`src/rtl/reg_pending_scoreboard.sv`:
```
// rtl/reg_pending_scoreboard.sv - register-hazard scoreboard (pending-write mask and issue stall)
//
// Tracks outstanding register writes for R0-R15. Issue sets the destination's bit,
// writeback clears it, and source/destination lookups against the mask raise the stall.
//
// Optional feature macro: SCOREBOARD_BYPASS_EN
//   defined   - a same-cycle writeback masks its register out of the RAW/WAW checks
//   undefined - hazards are checked against the registered pending mask only
//
// Ports:
//   clk          in   1   core clock, rising edge
//   rst_n        in   1   asynchronous reset, active low
//   flush        in   1   pipeline flush; clears all pending bits
//   issue_valid  in   1   instruction presented with a destination register
//   issue_rd     in   4   destination register number
//   src_valid    in   3   per-source valid {Rs, Rm, Rn}
//   src_a        in   4   Rn register number
//   src_b        in   4   Rm register number
//   src_c        in   4   Rs register number
//   wb_valid     in   1   writeback this cycle
//   wb_rd        in   4   writeback register number
//   stall        out  1   combinational; issue blocked this cycle
//   issue_fire   out  1   combinational; issue_valid & ~stall & ~flush
//   pending      out  16  registered pending mask
//   busy         out  1   registered; |pending
//   wb_err       out  1   registered pulse; writeback to a non-pending register
module reg_pending_scoreboard (
    input  logic        clk,
    input  logic        rst_n,
    input  logic        flush,
    input  logic        issue_valid,
    input  logic [3:0]  issue_rd,
    input  logic [2:0]  src_valid,
    input  logic [3:0]  src_a,
    input  logic [3:0]  src_b,
    input  logic [3:0]  src_c,
    input  logic        wb_valid,
    input  logic [3:0]  wb_rd,
    output logic        stall,
    output logic        issue_fire,
    output logic [15:0] pending,
    output logic        busy,
    output logic        wb_err
);

    localparam int NREGS = 16;

    function automatic logic [NREGS-1:0] onehot(input logic [3:0] x);
        onehot = {{(NREGS-1){1'b0}}, 1'b1} << x;
    endfunction

    logic [NREGS-1:0] wb_clr;
    logic [NREGS-1:0] hz_mask;
    logic [NREGS-1:0] wbc;
    logic [NREGS-1:0] pending_next;
    logic             raw;
    logic             waw;

    always_comb begin
        wb_clr = '0;
`ifdef SCOREBOARD_BYPASS_EN
        // Forwarded writeback: the value is available this cycle, so no hazard.
        if (wb_valid)
            wb_clr = onehot(wb_rd);
`endif
        hz_mask = pending & ~wb_clr;

        raw = (src_valid[0] & hz_mask[src_a])
            | (src_valid[1] & hz_mask[src_b])
            | (src_valid[2] & hz_mask[src_c]);
        // A source equal to issue_rd only ever sees the old mask, never its own set.
        waw = hz_mask[issue_rd];

        stall      = issue_valid & (raw | waw);
        issue_fire = issue_valid & ~stall & ~flush;

        wbc = wb_valid ? onehot(wb_rd) : '0;
        // Set is OR-ed after the clear so a same-register issue wins over writeback.
        pending_next = (pending & ~wbc) | (issue_fire ? onehot(issue_rd) : '0);
        if (flush)
            pending_next = '0;
    end

    always_ff @(posedge clk or negedge rst_n) begin
        if (!rst_n) begin
            pending <= '0;
            busy    <= 1'b0;
            wb_err  <= 1'b0;
        end else begin
            pending <= pending_next;
            busy    <= |pending_next;
            wb_err  <= wb_valid & ~pending[wb_rd] & ~flush;
        end
    end

endmodule
```
`config.mk`:
```
export PLATFORM = sky130hd
export DESIGN_NAME = reg_pending_scoreboard
export DESIGN_NICKNAME = d
export VERILOG_FILES = /design/src/rtl/reg_pending_scoreboard.sv
export SDC_FILE = /design/constraint.sdc
export NUM_CORES = 1
export LEC_CHECK = 0
export BUFFER_PORTS_ARGS = -buffer_cell sky130_fd_sc_hd__buf_2
export CORE_ASPECT_RATIO = 2
export CORE_MARGIN = 8
export CORE_UTILIZATION = 55
export DETAILED_ROUTE_END_ITERATION = 16
export PLACE_DENSITY_LB_ADDON = 0.1
export SYNTH_ARGS = -nofsm -noshare
export SYNTH_HDL_FRONTEND = slang
export SYNTH_SLANG_ARGS = --single-unit
```
`constraint.sdc`:
```
create_clock -name clk -period 7.4 [get_ports clk]
set_clock_uncertainty 0.05 [all_clocks]
set_input_delay 0.74 -clock clk [delete_from_list [all_inputs] [get_ports clk]]
set_output_delay 0.74 -clock clk [all_outputs]
set_load 0.05 [all_outputs]
```
==> Word-level counts from Yosys, hierarchy flattened <==
Cells that the tools add are included.
{ "word_totals": {"in_bits": 28, "word_cells": 41, "out_inout_bits": 20, "register_bits": 18} }
{ "classes": {"reduce_logical": 1, "bitwise_logic": 17, "n_shift": 2, "order_cmp": 5, "muxes": 13} }
{ "ops": {"columns": ["operator", "count"], "rows": [
  ["$mux 16", 3],
  ["$shl 1x4->16 const A", 2],
  ["$lt 4x5->1 const B", 5],
  ["$bmux 1 s4", 5],
  ["$and 16x16->16", 1],
  ["$not 16->16", 1],
  ["$or 16x16->16", 1],
  ["$reduce_or 16->1", 1],
  ["$and 1x1->1", 8],
  ["$mux 1", 5],
  ["$not 1->1", 3],
  ["$or 1x1->1", 3]
]} }

==> Logic depth before layout (Yosys ltp) <==
Gate-level depths: netlist of the first run.
{ "depth": {"depth_word": 14, "depth_mapped": 9, "ltp_nobuf": 8} }

==> Worst setup path after synthesis of the first run <==
OpenSTA, ideal clock, no wires.
{ "synth_timing": {"path_kind": "input-to-output", "startpoint": "input port issue_rd[3]", "endpoint": "output port stall", "cell_stages": 5, "setup_slack_ns": 3.834, "required_time_ns": 6.610, "n_path_buf": 0, "arrival_ns": 2.776, "path_cell_list": "nand2b_1 > o32ai_1 > a2111oi_4 > and3_1 > a21boi_0"} }
{ "synth_via": {"elab_chain_cells": 4} }
{ "synth_rtl": {"columns": ["item", "line_no", "rtl"], "rows": [
  ["start: declaration", "32", "input logic [3:0] issue_rd,"],
  ["$bmux 1 s4", "72", "waw = hz_mask[issue_rd];"],
  ["$mux 1 (not written as such)", "72", null],
  ["$or 1x1->1", "74", "stall = issue_valid & (raw | waw);"],
  ["$and 1x1->1", "74", null],
  ["end: declaration", "39", "output logic stall,"]
]} }
No other way between the ends. The select of a mux whose other input is x is not followed.

==> Worst setup path after layout of the first run <==
{ "layout_timing": {"startpoint": "input port src_a[1]", "endpoint": "output port issue_fire"} }
{ "layout_via": {"elab_chain_cells": 10} }
{ "layout_rtl": {"columns": ["item", "line_no", "rtl"], "rows": [
  ["start: declaration", "34", "input logic [3:0] src_a,"],
  ["$bmux 1 s4", "68", "raw = (src_valid[0] & hz_mask[src_a])"],
  ["$mux 1 (not written as such)", "68", null],
  ["$and 1x1->1", "68", null],
  ["$or 1x1->1", "69", "| (src_valid[1] & hz_mask[src_b])"],
  ["$or 1x1->1", "70", "| (src_valid[2] & hz_mask[src_c]);"],
  ["$or 1x1->1", "74", null],
  ["$and 1x1->1", "74", null],
  ["$not 1->1", "75", "issue_fire = issue_valid & ~stall & ~flush;"],
  ["$and 1x1->1 (2 in a row)", "75", null],
  ["end: declaration", "40", "output logic issue_fire,"]
]} }
No other way between the ends. The select of a mux whose other input is x is not followed.

==> metrics.csv, run 1 <==
metric;value;unit
cp_max_fo;12;
hpwl;4530;µm
final_common_cell;buf_2;
diodes;0;
cts_tree;built;
cts-root-buf;clkbuf_8;
die_height;94.8;µm
track_usage;21.4;%
slew_headroom;71.3;%
tightest_slew;0.429;ns
overflow;0;
fin_crit;3.70;ns
power_density;130;nW/µm²
die_width;55.4;µm
synth_nets;182;
rows;28;
synthArstFlopShare;100;%
yosys-top-cells-area;dfrtp_1, mux4_2, mux4_1;
first_pass_iters;5;
grt_max_degree;20;
worst_setup_path_start_kind;input port;
layoutNonFillerInstCount;229;
ys.flop_type;dfrtp_1;
crit_type;input port to output port;
cts_buffer_depth;2;
drc;0;
routed_wl;5820;µm
numPortBuffers;47;
synth_seq_cells;18;
avgSynthCellArea;11.1;µm²
reg2reg_to;busy$_DFF_PN0_;
hold_buffers;0;
clock_latency;0.25;ns
p_leak;0.000916;µW
synth_top_area_share;26.4;%
tns;0;ns
finalCritPeriodShare;50.0;%
multi_input_area;1200;µm²
pin_count;48;
hold_violations;0;
syn_area;1710;µm²
ant_nets;0;
cp-end-kind;output port;
regArea;450;µm²
setup_violations;0;
critPathLaunch;src_a[1];
wire_per_inst;25.4;µm
fillCellCount;243;
syn_inst;154;
dieArea;5250;µm²
placed_area;1930;µm²
viasPerCell;7.27;
place_congestion;0.963;
endpoint;issue_fire;
path_clk_slew;0.07;ns
r2r_cells;7;
ir_drop;0.000143;V
grt_setup_unrepaired;false;
numCtsBuffers;3;
clock_sinks;18;
design_area;1990;µm²
final_core_util;66.8;%
core_area;2980;µm²
first_global_vias;1752;
synth.distinct_cells;44;
yosysWarnings;0;
seq_area_frac_synth;26.4;%
grt_pass1_wl;9050;µm
cts.repair.resized;0;
hp-class;input port to asynchronous set/reset pin;
nets;228;
fmax;271;MHz
worstPathArrival;2.91;ns
maxCapViolCount;0;
area_growth;16.5;%
drtIter0Drc;65;
dr_total_vias;1664;
dp.cells;225;
start_util;57.4;%
cts_setup_buffers;0;
drive_above_1_share;41.2;%
antenna_found_initial;0;
synth_top_cell_by_area;dfrtp_1;
final_cell_mix;buf_2, o21ai_0, dfrtp_1;
cp.required;6.61;ns
cts_max_level;1;
slew_viol_final;0;
status;complete, no violations;
rrSetupSlack;4.68;ns
synth_edf_count;0;
r2r-start;pending[2]$_DFF_PN0_;
## how the worst min path moves through the flow
stage,start,end,slack [ns],depth (start not counted)
finish,rst_n,pending[10]$_DFF_PN0_,0.35,1
floorplan,rst_n,busy$_DFF_PN0_,0.39,0
detailed placement,rst_n,pending[7]$_DFF_PN0_,0.64,1
global placement,rst_n,busy$_DFF_PN0_,0.63,1
global route,rst_n,pending[10]$_DFF_PN0_,0.38,1
CTS,rst_n,pending[7]$_DFF_PN0_,0.37,1
## kinds of logic (layout without fill, tap and decap cells)
family	after synthesis	after routing	share of synthesized area, %
multiplexers	27	27	29.9
AND/OR/NAND/NOR	54	54	20.1
flip-flops	18	18	26.4
AO/OA/AOI/OAI	46	46	20.3
buffers and inverters	9	54	3.37
## per-stage QoR
stage	total power [µW]	setup WS, ns	hold slack, ns
after global routing	267	3.60	0.383
after global placement	178	3.79	0.628
after floorplan	154	3.83	0.394
after CTS	258	3.72	0.369
after detailed placement	179	3.74	0.640
final	258	3.70	0.351
## power breakdown
part           internal [µW]  switching [µW]  total [µW]
logic                   26.3            45.0        71.3
registers                102            5.17         107
clock network           47.3            32.5        79.7
## synthesized netlist by cell type, types with 2 or more instances
library cell,number
clkbuf_1,2
and3_1,2
dfrtp_1,18
inv_1,3
nand2b_1,2
or4_1,2
mux4_2,14
o32ai_1,6
buf_6,3
mux2i_1,9
o31ai_2,2
or2_2,3
or2b_2,3
nor2b_1,10
mux4_1,4
o31a_1,2
nor3b_1,2
o21ai_0,19
o31ai_1,6
nor2_1,3
nand3_1,5
o22ai_1,2
nand2_1,8
nand3b_1,4
## worst max-delay path, stage by stage
cell and delay [ns]:
buf_2 0.15, mux4_1 0.58, a22o_1 0.24, a2111oi_4 0.26, nand3_2 0.11, or3_4 0.46
inv_1 0.10, buf_2 0.26
## sequential cells by signal, indices dropped and copies added, names as in the netlist
name,cells
busy,1
pending,16
wb_err,1
## per-layer routing
layer  vias to the layer above  GRT usage, %  share of wire [%]
met1                       820          20.9                 34
met5                         -             0                  0
met2                       102          39.1                 54
met3                        17          6.32                8.3
met4                         0          11.6                3.0
li1                        725             -                  -
## final cells by class
type | instances | area share [%]
multi-input cells | 127 | 60.3
repair buffers | 47 | 11.8
inverters | 3 | 0.566
clock buffers | 4 | 2.77
flip-flops and latches | 18 | 22.6
well taps | 30 | 1.89
Note: power is estimated with default switching activity, not from simulation.
==> run 2: changes to the inputs <==
--- a/config.mk
+++ b/config.mk
@@ -8,7 +8,7 @@
 export BUFFER_PORTS_ARGS = -buffer_cell sky130_fd_sc_hd__buf_2
 export CORE_ASPECT_RATIO = 2
 export CORE_MARGIN = 8
-export CORE_UTILIZATION = 55
+export CORE_UTILIZATION = 47
 export DETAILED_ROUTE_END_ITERATION = 16
 export PLACE_DENSITY_LB_ADDON = 0.1
 export SYNTH_ARGS = -nofsm -noshare
==> constraint.sdc (replaced) <==
create_clock -name clk -period 3.1 [get_ports clk]
set_clock_uncertainty 0.05 [all_clocks]
set_input_delay 0.31 -clock clk [delete_from_list [all_inputs] [get_ports clk]]
set_output_delay 0.31 -clock clk [all_outputs]
set_load 0.05 [all_outputs]
==> run 2 against run 1 <==
  * Hold slack lost 0.056 ns
  * Largest power group unchanged
  * Critical endpoint unchanged
  * Clock-buffer cell count did not move
  * Total power rose by 140%
==> metrics.csv, run 2 (same netlist as run 1, synthesis figures left out) <==
metric;value;unit;change
status;complete, no violations;;unchanged
dr_total_vias;1635;;was 1664
final_cell_mix;buf_2, o21ai_0, dfrtp_1;;unchanged
finalCritPeriodShare;96.1;%;
hp-start;wb_valid;;
diodes;0;;unchanged
rows;31;;was 28
track_usage;19.1;%;was 21.4%
r2r_cells;7;;unchanged
p_leak;0.000916;µW;about the same
hold_violations;0;;unchanged
cp.required;2.74;ns;was 6.61 ns
multi_input_area;1200;µm²;unchanged
tns;0;ns;unchanged
clock_sinks;18;;unchanged
numPortBuffers;47;;unchanged
slew_headroom;72.0;%;was 71.3%
power_density;304;nW/µm²;was 130 nW/µm²
r2r-start;pending[3]$_DFF_PN0_;;was pending[2]$_DFF_PN0_
nets;229;;was 228
dp.cells;244;;was 225
die_width;58.6;µm;was 55.4 µm
reg2reg_to;pending[7]$_DFF_PN0_;;was busy$_DFF_PN0_
first_pass_iters;4;;was 5
largest_reg_flops;16;;unchanged
setup_violations;0;;unchanged
fmax;336;MHz;
worstPathArrival;2.62;ns;was 2.91 ns
first_global_vias;1722;;was 1752
drtIter0Drc;91;;was 65
layoutNonFillerInstCount;249;;was 229
grt_max_degree;20;;unchanged
fin_crit;2.98;ns;
pin_count;48;;unchanged
clock_latency;0.26;ns;was 0.25 ns
path_clk_slew;0.07;ns;about the same
regMostFlops;pending;;unchanged
cp_slowest_stage_delay;0.48;ns;was 0.58 ns
final_common_cell;buf_2;;unchanged
tightest_slew;0.419;ns;was 0.429 ns
cts-root-buf;clkbuf_8;;unchanged
drc;0;;unchanged
cts_setup_buffers;0;;unchanged
slowest_stage;mux4_2;;was mux4_1
antenna_found_initial;0;;unchanged
regArea;453;µm²;was 450 µm²
cts_tree;built;;unchanged
drive_above_1_share;42.0;%;was 41.2%
grt_setup_unrepaired;false;;unchanged
cts_max_level;1;;unchanged
grt_pass1_wl;8650;µm;was 9050 µm
hpwl;4500;µm;was 4530 µm
start_util;47.9;%;was 57.4%
core_area;3570;µm²;was 2980 µm²
largestRegisters;pending x16, busy x1, wb_err x1;;unchanged
hp-class;input port to flip-flop;;was input port to asynchronous set/reset pin
cp_max_fo;12;;unchanged
maxCapViolCount;0;;unchanged
ant_nets;0;;unchanged
cts_buffer_depth;2;;unchanged
place_congestion;0.953;;was 0.963
overflow;0;;unchanged
wire_per_inst;22.7;µm;was 25.4 µm
area_growth;18.8;%;was 16.5%
viasPerCell;6.57;;was 7.27
ir_drop;0.000325;V;was 0.000143 V
slew_viol_final;0;;unchanged
critPathLaunch;pending[3]$_DFF_PN0_;;was src_a[1]
dieArea;5940;µm²;was 5250 µm²
final_core_util;56.8;%;was 66.8%
worst_setup_path_start_kind;flip-flop;;was input port
crit_type;flip-flop to output port;;was input port to output port
cp-end-kind;output port;;unchanged
endpoint;issue_fire;;unchanged
die_height;101;µm;was 94.8 µm
place_ws;0.302;ns;was 3.74 ns
fillCellCount;333;;was 243
rrSetupSlack;0.50;ns;was 4.68 ns
numCtsBuffers;3;;unchanged
routed_wl;5660;µm;was 5820 µm
layout_setup_ws;0.120;ns;was 3.70 ns
crit_chain;mux4_2, a22o_1, a2111oi_4, nand3_2, or3_4, inv_1, clkbuf_4;;was buf_2, mux4_1, a22o_1, a2111oi_4, nand3_2, or3_4, inv_1, buf_2
## run 2: critical path: cells and delay by family (launching register included)
family	cells	cell delay, ns
buffers and inverters	2	0.33
muxes	1	0.48
and+or+nand+nor	2	0.54
AOI/OAI and AO/OA	2	0.53
DFF	1	0.47
## run 2: area by class of cell
type / instances / share of cell area, %
well taps: 49 / 3.02
clock buffers: 4 / 2.71
flip-flops and latches: 18 / 22.3
repair buffers: 48 / 12.2
inverters: 3 / 0.555
multi-input cells: 127 / 59.2
## run 2: worst min path at each step
stage,endpoint,cells past startpoint
6_report,wb_err$_DFF_PN0_,2
5_1_grt,wb_err$_DFF_PN0_,2
4_1_cts,wb_err$_DFF_PN0_,2
3_5_place_dp,wb_err$_DFF_PN0_,1
3_3_place_gp,busy$_DFF_PN0_,1
2_1_floorplan,busy$_DFF_PN0_,0
## run 2: per-layer routing
layer	vias up	track usage (%)	wire length [µm]
met2	93	34.5	3030
met5	-	0	0
met1	798	19.3	1900
met4	0	11.1	240
met3	20	4.07	484
li1	724	-	-
## run 2: report_power, final
group          switching, µW  internal, µW  total [µW]
combinational            107          64.0         171
sequential              11.9           242         254
clock                   78.5           113         191
## run 2: timing repair
item	CTS	global route
resized for setup	0	3
setup endpoints to repair	0	1
hold buffers	1	0
endpoints found under the hold margin	18	0
## run 2: stage by stage
| stage | hold WS, ns | cell area [µm²] | total power, µW |
|---|---|---|---|
| after detailed placement | 0.210 | 1960 | 427 |
| after global routing | 0.306 | 2030 | 643 |
| after CTS | 0.294 | 2020 | 617 |
| after global placement | 0.209 | 1960 | 425 |
| final | 0.295 | 2030 | 617 |
| after floorplan | -0.0356 | 1710 | 367 |
